$ cat src/rtl/fetch_pc_unit_pkg.sv
// fetch_pc_unit_pkg: shared fetch constants, FSM state type and redirect target adder
package fetch_pc_unit_pkg;
  localparam logic [31:0] DEFAULT_RESET_PC = 32'h0000_0000;
  localparam logic [31:0] INSTR_BYTES = 32'd4;
  typedef enum logic {RUN, FLUSH} fetch_state_e;
  function automatic logic [31:0] calc_target(input logic [31:0] base, input logic [31:0] off, input logic jalr);
    logic [31:0] t;
    t = base + off;
    return {t[31:1], t[0] & ~jalr};
  endfunction
endpackage

$ cat src/rtl/fetch_pc_unit_if.sv
// fetch_pc_unit_if: instruction-memory request/response and decode hand-off signals
interface fetch_pc_unit_if;
  logic        imem_req_valid;
  logic        imem_req_ready;
  logic [31:0] imem_req_addr;
  logic        imem_rsp_valid;
  logic [31:0] imem_rsp_data;
  logic        if_valid;
  logic        if_ready;
  logic [31:0] if_pc;
  logic [31:0] if_instr;
  modport master (
    output imem_req_valid, imem_req_addr, if_valid, if_pc, if_instr,
    input  imem_req_ready, imem_rsp_valid, imem_rsp_data, if_ready
  );
  modport slave (
    input  imem_req_valid, imem_req_addr, if_valid, if_pc, if_instr,
    output imem_req_ready, imem_rsp_valid, imem_rsp_data, if_ready
  );
endinterface

$ cat src/rtl/fetch_pc_unit_fetch_fifo.sv
// fetch_fifo: synchronous FIFO with flush; push and pop may coincide even when full
module fetch_fifo #(
  parameter int DEPTH = 2,
  parameter int W = 64
) (
  input  logic                  clk,
  input  logic                  rst_n,
  input  logic                  i_push,
  input  logic                  i_pop,
  input  logic                  i_flush,
  input  logic [W-1:0]          i_data,
  output logic [W-1:0]          o_data,
  output logic                  o_full,
  output logic                  o_empty,
  output logic [$clog2(DEPTH):0] o_count
);
  localparam int AW = $clog2(DEPTH);
  localparam logic [AW:0] FULL_C = (AW+1)'(DEPTH);
  logic [W-1:0]  r_mem [DEPTH];
  logic [AW-1:0] r_wr;
  logic [AW-1:0] r_rd;
  logic [AW:0]   r_count;
  assign o_data  = r_mem[r_rd];
  assign o_full  = r_count == FULL_C;
  assign o_empty = ~|r_count;
  assign o_count = r_count;
  always_ff @(posedge clk)
    if (i_push) r_mem[r_wr] <= i_data;
  always_ff @(posedge clk or negedge rst_n)
    if (!rst_n) begin
      r_wr    <= '0;
      r_rd    <= '0;
      r_count <= '0;
    end else if (i_flush) begin
      r_wr    <= '0;
      r_rd    <= '0;
      r_count <= '0;
    end else begin
      r_wr    <= r_wr + AW'(i_push);
      r_rd    <= r_rd + AW'(i_pop);
      r_count <= r_count + (AW+1)'(i_push) - (AW+1)'(i_pop);
    end
endmodule

$ cat src/rtl/fetch_pc_unit.sv
// fetch_pc_unit: owns the PC, issues credit-limited imem fetches and discards stale responses after redirects
module fetch_pc_unit import fetch_pc_unit_pkg::*; #(
  parameter logic [31:0] RESET_PC = DEFAULT_RESET_PC,
  parameter int FIFO_DEPTH = 2
) (
  input  logic        clk,
  input  logic        rst_n,
  input  logic        i_pc_new,
  input  logic [31:0] i_pc_base,
  input  logic [31:0] i_pc_offset,
  input  logic        i_jalr,
  input  logic        i_fetch_en,
  output logic        o_target_misaligned,
  fetch_pc_unit_if.master bus
);
  localparam int CW = $clog2(FIFO_DEPTH) + 1;
  localparam logic [CW-1:0] DEPTH_C = CW'(FIFO_DEPTH);
  fetch_state_e  r_state;
  fetch_state_e  w_state_nx;
  logic [31:0]   r_pc;
  logic [CW-1:0] r_out;
  logic [CW-1:0] r_drop;
  logic [CW-1:0] w_drop_nx;
  logic          r_misaligned;
  logic [31:0]   w_target;
  logic [31:0]   w_rsp_pc;
  logic          w_fire;
  logic          w_push;
  logic          w_pop;
  logic          w_empty;
  logic          w_full;
  logic [CW-1:0] w_count;
  logic          w_pcq_full;
  logic          w_pcq_empty;
  logic [CW-1:0] w_pcq_count;
  logic          w_unused;
  assign w_target = calc_target(i_pc_base, i_pc_offset, i_jalr);
  // outstanding requests plus buffered entries never exceed the buffer, so responses always have a slot
  assign bus.imem_req_valid = rst_n & i_fetch_en & ~i_pc_new & (r_out + w_count < DEPTH_C);
  assign bus.imem_req_addr  = r_pc;
  assign w_fire   = bus.imem_req_valid & bus.imem_req_ready;
  assign w_push   = bus.imem_rsp_valid & (r_state == RUN) & ~i_pc_new;
  assign bus.if_valid = ~w_empty & ~i_pc_new;
  assign w_pop    = bus.if_valid & bus.if_ready;
  assign o_target_misaligned = r_misaligned;
  assign w_unused = ^{w_full, w_pcq_full, w_pcq_empty, w_pcq_count};
  // stale responses are counted off in FLUSH; new-path requests are tracked only by the PC queue
  always_comb begin
    w_drop_nx  = r_drop;
    w_state_nx = r_state;
    if (i_pc_new) begin
      w_drop_nx  = r_out - CW'(bus.imem_rsp_valid);
      w_state_nx = |w_drop_nx ? FLUSH : RUN;
    end else if (r_state == FLUSH && bus.imem_rsp_valid) begin
      w_drop_nx  = r_drop - CW'(1);
      w_state_nx = |w_drop_nx ? FLUSH : RUN;
    end
  end
  always_ff @(posedge clk or negedge rst_n)
    if (!rst_n) r_state <= RUN;
    else r_state <= w_state_nx;
  always_ff @(posedge clk or negedge rst_n)
    if (!rst_n) begin
      r_pc         <= RESET_PC;
      r_out        <= '0;
      r_drop       <= '0;
      r_misaligned <= 1'b0;
    end else begin
      r_pc         <= i_pc_new ? {w_target[31:2], 2'b00} : w_fire ? r_pc + INSTR_BYTES : r_pc;
      r_out        <= r_out + CW'(w_fire) - CW'(bus.imem_rsp_valid);
      r_drop       <= w_drop_nx;
      r_misaligned <= i_pc_new & w_target[1];
    end
  fetch_fifo #(.DEPTH(FIFO_DEPTH), .W(32)) u_pcq (
    .clk(clk), .rst_n(rst_n), .i_push(w_fire), .i_pop(w_push), .i_flush(i_pc_new),
    .i_data(r_pc), .o_data(w_rsp_pc), .o_full(w_pcq_full), .o_empty(w_pcq_empty), .o_count(w_pcq_count)
  );
  fetch_fifo #(.DEPTH(FIFO_DEPTH), .W(64)) u_fifo (
    .clk(clk), .rst_n(rst_n), .i_push(w_push), .i_pop(w_pop), .i_flush(i_pc_new),
    .i_data({w_rsp_pc, bus.imem_rsp_data}), .o_data({bus.if_pc, bus.if_instr}),
    .o_full(w_full), .o_empty(w_empty), .o_count(w_count)
  );
endmodule

$ cat src/flat_wrapper.sv
// flat-port wrapper written by rule: the top's interface ports become plain ports
module fetch_pc_unit_flat import fetch_pc_unit_pkg::*;
#(
  parameter logic [31:0] RESET_PC = DEFAULT_RESET_PC,
  parameter int FIFO_DEPTH = 2
)
  (clk, rst_n, i_pc_new, i_pc_base, i_pc_offset, i_jalr, i_fetch_en, o_target_misaligned, bus_imem_req_valid, bus_imem_req_addr, bus_if_valid, bus_if_pc, bus_if_instr, bus_imem_req_ready, bus_imem_rsp_valid, bus_imem_rsp_data, bus_if_ready);
  fetch_pc_unit_if bus_i ();
  input  logic clk;
  input  logic rst_n;
  input  logic i_pc_new;
  input  logic [31:0] i_pc_base;
  input  logic [31:0] i_pc_offset;
  input  logic i_jalr;
  input  logic i_fetch_en;
  output logic o_target_misaligned;
  output wire logic [$bits(bus_i.imem_req_valid)-1:0] bus_imem_req_valid;
  output wire logic [$bits(bus_i.imem_req_addr)-1:0] bus_imem_req_addr;
  output wire logic [$bits(bus_i.if_valid)-1:0] bus_if_valid;
  output wire logic [$bits(bus_i.if_pc)-1:0] bus_if_pc;
  output wire logic [$bits(bus_i.if_instr)-1:0] bus_if_instr;
  input wire logic [$bits(bus_i.imem_req_ready)-1:0] bus_imem_req_ready;
  input wire logic [$bits(bus_i.imem_rsp_valid)-1:0] bus_imem_rsp_valid;
  input wire logic [$bits(bus_i.imem_rsp_data)-1:0] bus_imem_rsp_data;
  input wire logic [$bits(bus_i.if_ready)-1:0] bus_if_ready;
  assign bus_imem_req_valid = bus_i.imem_req_valid;
  assign bus_imem_req_addr = bus_i.imem_req_addr;
  assign bus_if_valid = bus_i.if_valid;
  assign bus_if_pc = bus_i.if_pc;
  assign bus_if_instr = bus_i.if_instr;
  assign bus_i.imem_req_ready = bus_imem_req_ready;
  assign bus_i.imem_rsp_valid = bus_imem_rsp_valid;
  assign bus_i.imem_rsp_data = bus_imem_rsp_data;
  assign bus_i.if_ready = bus_if_ready;
  fetch_pc_unit #(.RESET_PC(RESET_PC), .FIFO_DEPTH(FIFO_DEPTH)) u_core (.clk(clk), .rst_n(rst_n), .i_pc_new(i_pc_new), .i_pc_base(i_pc_base), .i_pc_offset(i_pc_offset), .i_jalr(i_jalr), .i_fetch_en(i_fetch_en), .o_target_misaligned(o_target_misaligned), .bus(bus_i));
endmodule
$ cat config.mk
export PLATFORM = sky130hd
export DESIGN_NAME = fetch_pc_unit_flat
export DESIGN_NICKNAME = d
export VERILOG_FILES = /design/src/rtl/fetch_pc_unit_pkg.sv /design/src/rtl/fetch_pc_unit_if.sv /design/src/rtl/fetch_pc_unit_fetch_fifo.sv /design/src/rtl/fetch_pc_unit.sv /design/src/flat_wrapper.sv
export SDC_FILE = /design/constraint.sdc
export NUM_CORES = 1
export LEC_CHECK = 0
export CAP_MARGIN = 20
export CORE_MARGIN = 10
export CORE_UTILIZATION = 50
export DETAILED_ROUTE_END_ITERATION = 6
export PLACE_DENSITY = 0.84
export SYNTH_ARGS = -nofsm -noshare
export SYNTH_HDL_FRONTEND = slang
export SYNTH_HIERARCHICAL = 1
export SYNTH_SLANG_ARGS = --single-unit
$ cat constraint.sdc
create_clock -name clk -period 4 [get_ports clk]
set_clock_uncertainty 0.2 [all_clocks]
set_input_delay 0.6 -clock clk [delete_from_list [all_inputs] [get_ports clk]]
set_output_delay 0.6 -clock clk [all_outputs]
set_load 0.005 [all_outputs]
Yosys cells after proc, flatten, opt, wreduce, memory -nomap -nowiden
Memory sizes are Yosys's and may differ from the RTL's.
Cells that the tools add are included.
Widths: inputs -> output; s select.
{"block": "word_totals", "register_bits": 44, "elab_cells": 60, "out_inout_bits": 99, "ramBits": 192, "input_bits": 104, "mem_bits_ro": 0, "latch_bits": 0, "mem_count": 2}
{"memory": "u_core.u_fifo.r_mem", "depth": 2, "width": 64, "rd": 1, "rd_clocked_by_memory_dff": 0, "wr": 1, "line_no": "fetch_pc_unit_fetch_fifo.sv:19", "source": "logic [W-1:0] r_mem [DEPTH];"}
{"memory": "u_core.u_pcq.r_mem", "depth": 2, "width": 32, "rd": 1, "rd_clocked_by_memory_dff": 0, "wr": 1, "line_no": "fetch_pc_unit_fetch_fifo.sv:19"}
{"block": "classes", "n_addsub": 13, "bitwise": 11, "shift": 0, "n_reduce_logical": 6, "order_cmp": 1, "n_eq_ne": 0, "mul": 0, "div_mod_pow": 0, "muxes": 17}
{"op": "$mux 32", "n": 2}
{"op": "$add 32x3->32 const B", "n": 1}
{"op": "$add 32x32->32", "n": 1}
{"op": "$mux 1", "n": 12}
{"op": "$and 1x1->1", "n": 9}
{"op": "$mux 2", "n": 3}
{"op": "$reduce_or 2->1", "n": 3}
{"op": "$sub 2x1->2", "n": 3}
{"op": "$add 1x1->1", "n": 4}
{"op": "$add 2x1->2", "n": 2}
{"op": "$reduce_bool 2->1", "n": 2}
{"op": "$add 2x2->2", "n": 1}
{"op": "$lt 2x2->1 const B", "n": 1}
{"op": "$not 1->1", "n": 2}
{"op": "$sub 2x1->2 const B", "n": 1}
{"op": "$logic_and 1x1->1", "n": 1}

Longest topological paths before layout
{"block": "logic_depth", "depth_word": 6, "ltp_mapped": 9}

Modules after synthesis
The synthesis kept the hierarchy.
{"mod": "fetch_fifo at u_core.u_fifo", "area_each_um2": 5044.8, "cells_each": 218, "instances": 1}
{"mod": "fetch_pc_unit", "area_each_um2": 3917.5, "cells_each": 491, "instances": 1}
{"mod": "fetch_fifo at u_core.u_pcq", "area_each_um2": 2682.6, "cells_each": 119, "instances": 1}

Worst setup path before layout
No wires, ideal clock.
{"block": "synth_path", "kind": "in2reg", "from": "input port i_pc_new", "to": "memory u_core.u_fifo.r_mem[0][0] (enable)", "setup_ns": 0.429, "path_stages": 4, "slack_ns": 0.206, "arrival_time_ns": 3.165, "cell_sequence": "clkbuf_1 -> buf_1 -> nor3b_1 -> ha_1"}
{"block": "synth_via", "elab_chain_len": 4}
{"element": "from (decl)", "line_no": "flat_wrapper.sv:11", "source": "input logic i_pc_new;"}
{"element": "$not 1->1", "line_no": "fetch_pc_unit.sv:42", "source": "assign w_push = bus.imem_rsp_valid & (r_state == RUN) & ~i_pc_new;"}
{"element": "$and 1x1->1", "line_no": "fetch_pc_unit.sv:42"}
{"element": "net u_core.w_push", "line_no": "fetch_pc_unit.sv:28", "source": "logic w_push;"}
{"element": "$mux 1", "line_no": "fetch_pc_unit_fetch_fifo.sv:28", "source": "if (i_push) r_mem[r_wr] <= i_data;"}
{"element": "$mux 1 (implied by the code)", "line_no": "fetch_pc_unit_fetch_fifo.sv:28"}
{"element": "to (decl)", "line_no": "fetch_pc_unit_fetch_fifo.sv:19"}
The timed path passes the listed nets, and every way through them passes these cells.

Final worst setup path
{"block": "layout_path", "from": "register u_core.u_fifo.r_rd", "to": "output port bus_if_pc[29]"}
{"block": "layout_via", "elab_chain_len": 1}
{"element": "from (decl)", "line_no": "fetch_pc_unit_fetch_fifo.sv:21", "source": "logic [AW-1:0] r_rd;"}
{"element": "from (signal assigned)", "line_no": "fetch_pc_unit_fetch_fifo.sv:40", "source": "r_rd <= r_rd + AW'(i_pop);"}
{"element": "$mem_v2 2x64"}
{"element": "to (decl)", "line_no": "flat_wrapper.sv:20", "source": "output wire logic [$bits(bus_i.if_pc)-1:0] bus_if_pc;"}
Every way passes these cells.

==> reports/results.ini <==
[global_routing]
antenna_found_initial = 1
top_usage_layer = met2
gr-usage-met1 = 0.190
grt-ovfl-total = 0
track_usage = 0.159
grt_use_met3 = 0.0378
grt_pass1_vias = 7174
grt_pass1_wl_mm = 37.7
grt_max_degree = 65
grt_util_met2 = 0.273

[pwr]
cellLeakagePower_uw = 0.00537
p_per_area_mw_per_mm2 = 454
peakVddDrop_uv = 311

[worst_setup_path]
crit_chain = buf_12, mux2_2, clkdlybuf4s50_1
critPathBufInv = 2
crit_path_top_delay_cell = dfrtp_4
crit_path_max_fanout = 44
end_kind = output port
worst_ep_required_time_ns = 3.20
critPathMaxStageDelay_ns = 0.71
arrival_ns = 2.46
critPathLaunchType = flip-flop
crit_type = reg2out
cpLargestDelayFamily = buffers and inverters

[die]
die_w_um = 172
dieHeight_um = 172
initial_core_util = 0.509
placementRows = 55
coreArea_sq_mm = 0.0226
dieArea_sq_mm = 0.0295
io_pins = 203

[layout]
area_growth_pct = 26.2
fin_nets = 1167
layout_commonest_cell = clkdlybuf4s50_1
mostFrequentLayoutCells = clkdlybuf4s50_1, edfxtp_1, mux2_4
fill_cells = 1643
layout-drive-gt1-share = 0.155

[placed_design]
gp_congestion = 0.874
hpwl_mm = 17.5
io_buffers = 199

[sta]
fin_setup_tns_ns = 0
finalCritPeriodShare = 0.816
worst_pin_slew_ns = 1.09
hold_violations = 0
rsz0062_at_grt = false
max_slew_margin = 0.276
slew_viol_final = 0
hold_ws_ns = 0.323
fmax_ghz = 0.307
finalCriticalPeriod_ns = 3.26
setup_viol = 0

[route]
via_per_inst = 5.40
ant_nets = 0
drcViolationCount = 0
vias = 7153
finalWirelength_mm = 24.1
drtIter0Drc = 305
post_drt_wl_per_cell_um = 18.2
dr.pass1.iters = 5

[run]
cap_violations = 0

[status]
outcome = finished, final reports clean

[synth]
syn_area_sq_mm = 0.0115
synthCells = 816
yosysWarnings = 6
syn_area_per_cell_sq_um = 14.1

[clock_network]
cts_tree = built
clock-root-buffer = clkbuf_16
clk_latency_ns = 0.50
post_cts_buffers = 0
htree_levels = 1
clk_pin_slew_ns = 0.06
cts.sinks = 234
cts_buffers = 23
clock_path_buffers = 3

[worst_hold_path]
hold_path.class = in2async

[state kept, by name, summed over array words and instances (netlist names)]
name and flops:
u_core/bus.imem_req_addr 30, u_core/o_target_misaligned 1, u_core/r_drop 2, u_core/r_out 2, u_core/r_state 1, u_core/u_fifo/o_count 2
u_core/u_fifo/r_mem 128, u_core/u_fifo/r_rd 1, u_core/u_fifo/r_wr 1, u_core/u_pcq/r_mem 64, u_core/u_pcq/r_rd 1, u_core/u_pcq/r_wr 1
[stage by stage]
stage	util	setup WS [ns]	instances	cell area (sq um)	power, uW
after global routing	0.642	0.628	1324	14500	6880
after CTS	0.641	0.682	1323	14500	6650
after global placement	0.606	0.460	1280	13700	4400
final	0.642	0.738	1324	14500	6590
after floorplan	-	0.288	821	11500	3840
after detailed placement	0.606	0.416	1280	13700	4450
[where the power goes]
| group | total [uW] | internal [uW] | switching [uW] |
|---|---|---|---|
| combinational | 1320 | 756 | 565 |
| sequential | 3070 | 2870 | 199 |
| clock | 2200 | 1320 | 884 |
[area by class of cell]
class	count	area, sq um	area share
clock buffers	25	583	0.0401
flip-flops and latches	234	6820	0.470
well taps	285	357	0.0245
diodes	1	2.50	0.000172
multi-input cells	531	4400	0.303
clock inverters	17	201	0.0139
repair buffers	210	2080	0.143
inverters	21	78.8	0.00543
[per-layer routing]
metal	vias to the layer above	routed length, um
li1	3480	-
met4	0	679
met1	3386	9950
met3	48	1820
met2	239	11700
met5	-	0
[timing repair]
action / in CTS / in global routing
hold endpoints to repair: 10 / 0
setup endpoints to repair: 0 / 0
gates resized for setup: 0 / 0
hold buffers: 1 / 0
[worst paths after layout]
check	from	endpoint	slack, ns	cells past startpoint
worst min register to register	u_core/r_out[1]$_DFF_PN0_	u_core/r_out[1]$_DFF_PN0_	0.33	1
max in group asynchronous	rst_n	u_core/bus.imem_req_addr[19]$_DFFE_PN0N_	2.56	3
worst min-delay path	rst_n	u_core/u_fifo/r_wr$_DFF_PN0_	0.32	2
worst max-delay path	u_core/u_fifo/r_rd$_DFF_PN0_	bus_if_pc[29]	0.74	3
min in group clk	u_core/r_out[1]$_DFF_PN0_	u_core/r_out[1]$_DFF_PN0_	0.33	1
worst max register to register	u_core/bus.imem_req_addr[8]$_DFFE_PN0N_	u_core/bus.imem_req_addr[31]$_DFFE_PN0N_	1.47	7
(Power assumes the default switching activity.)
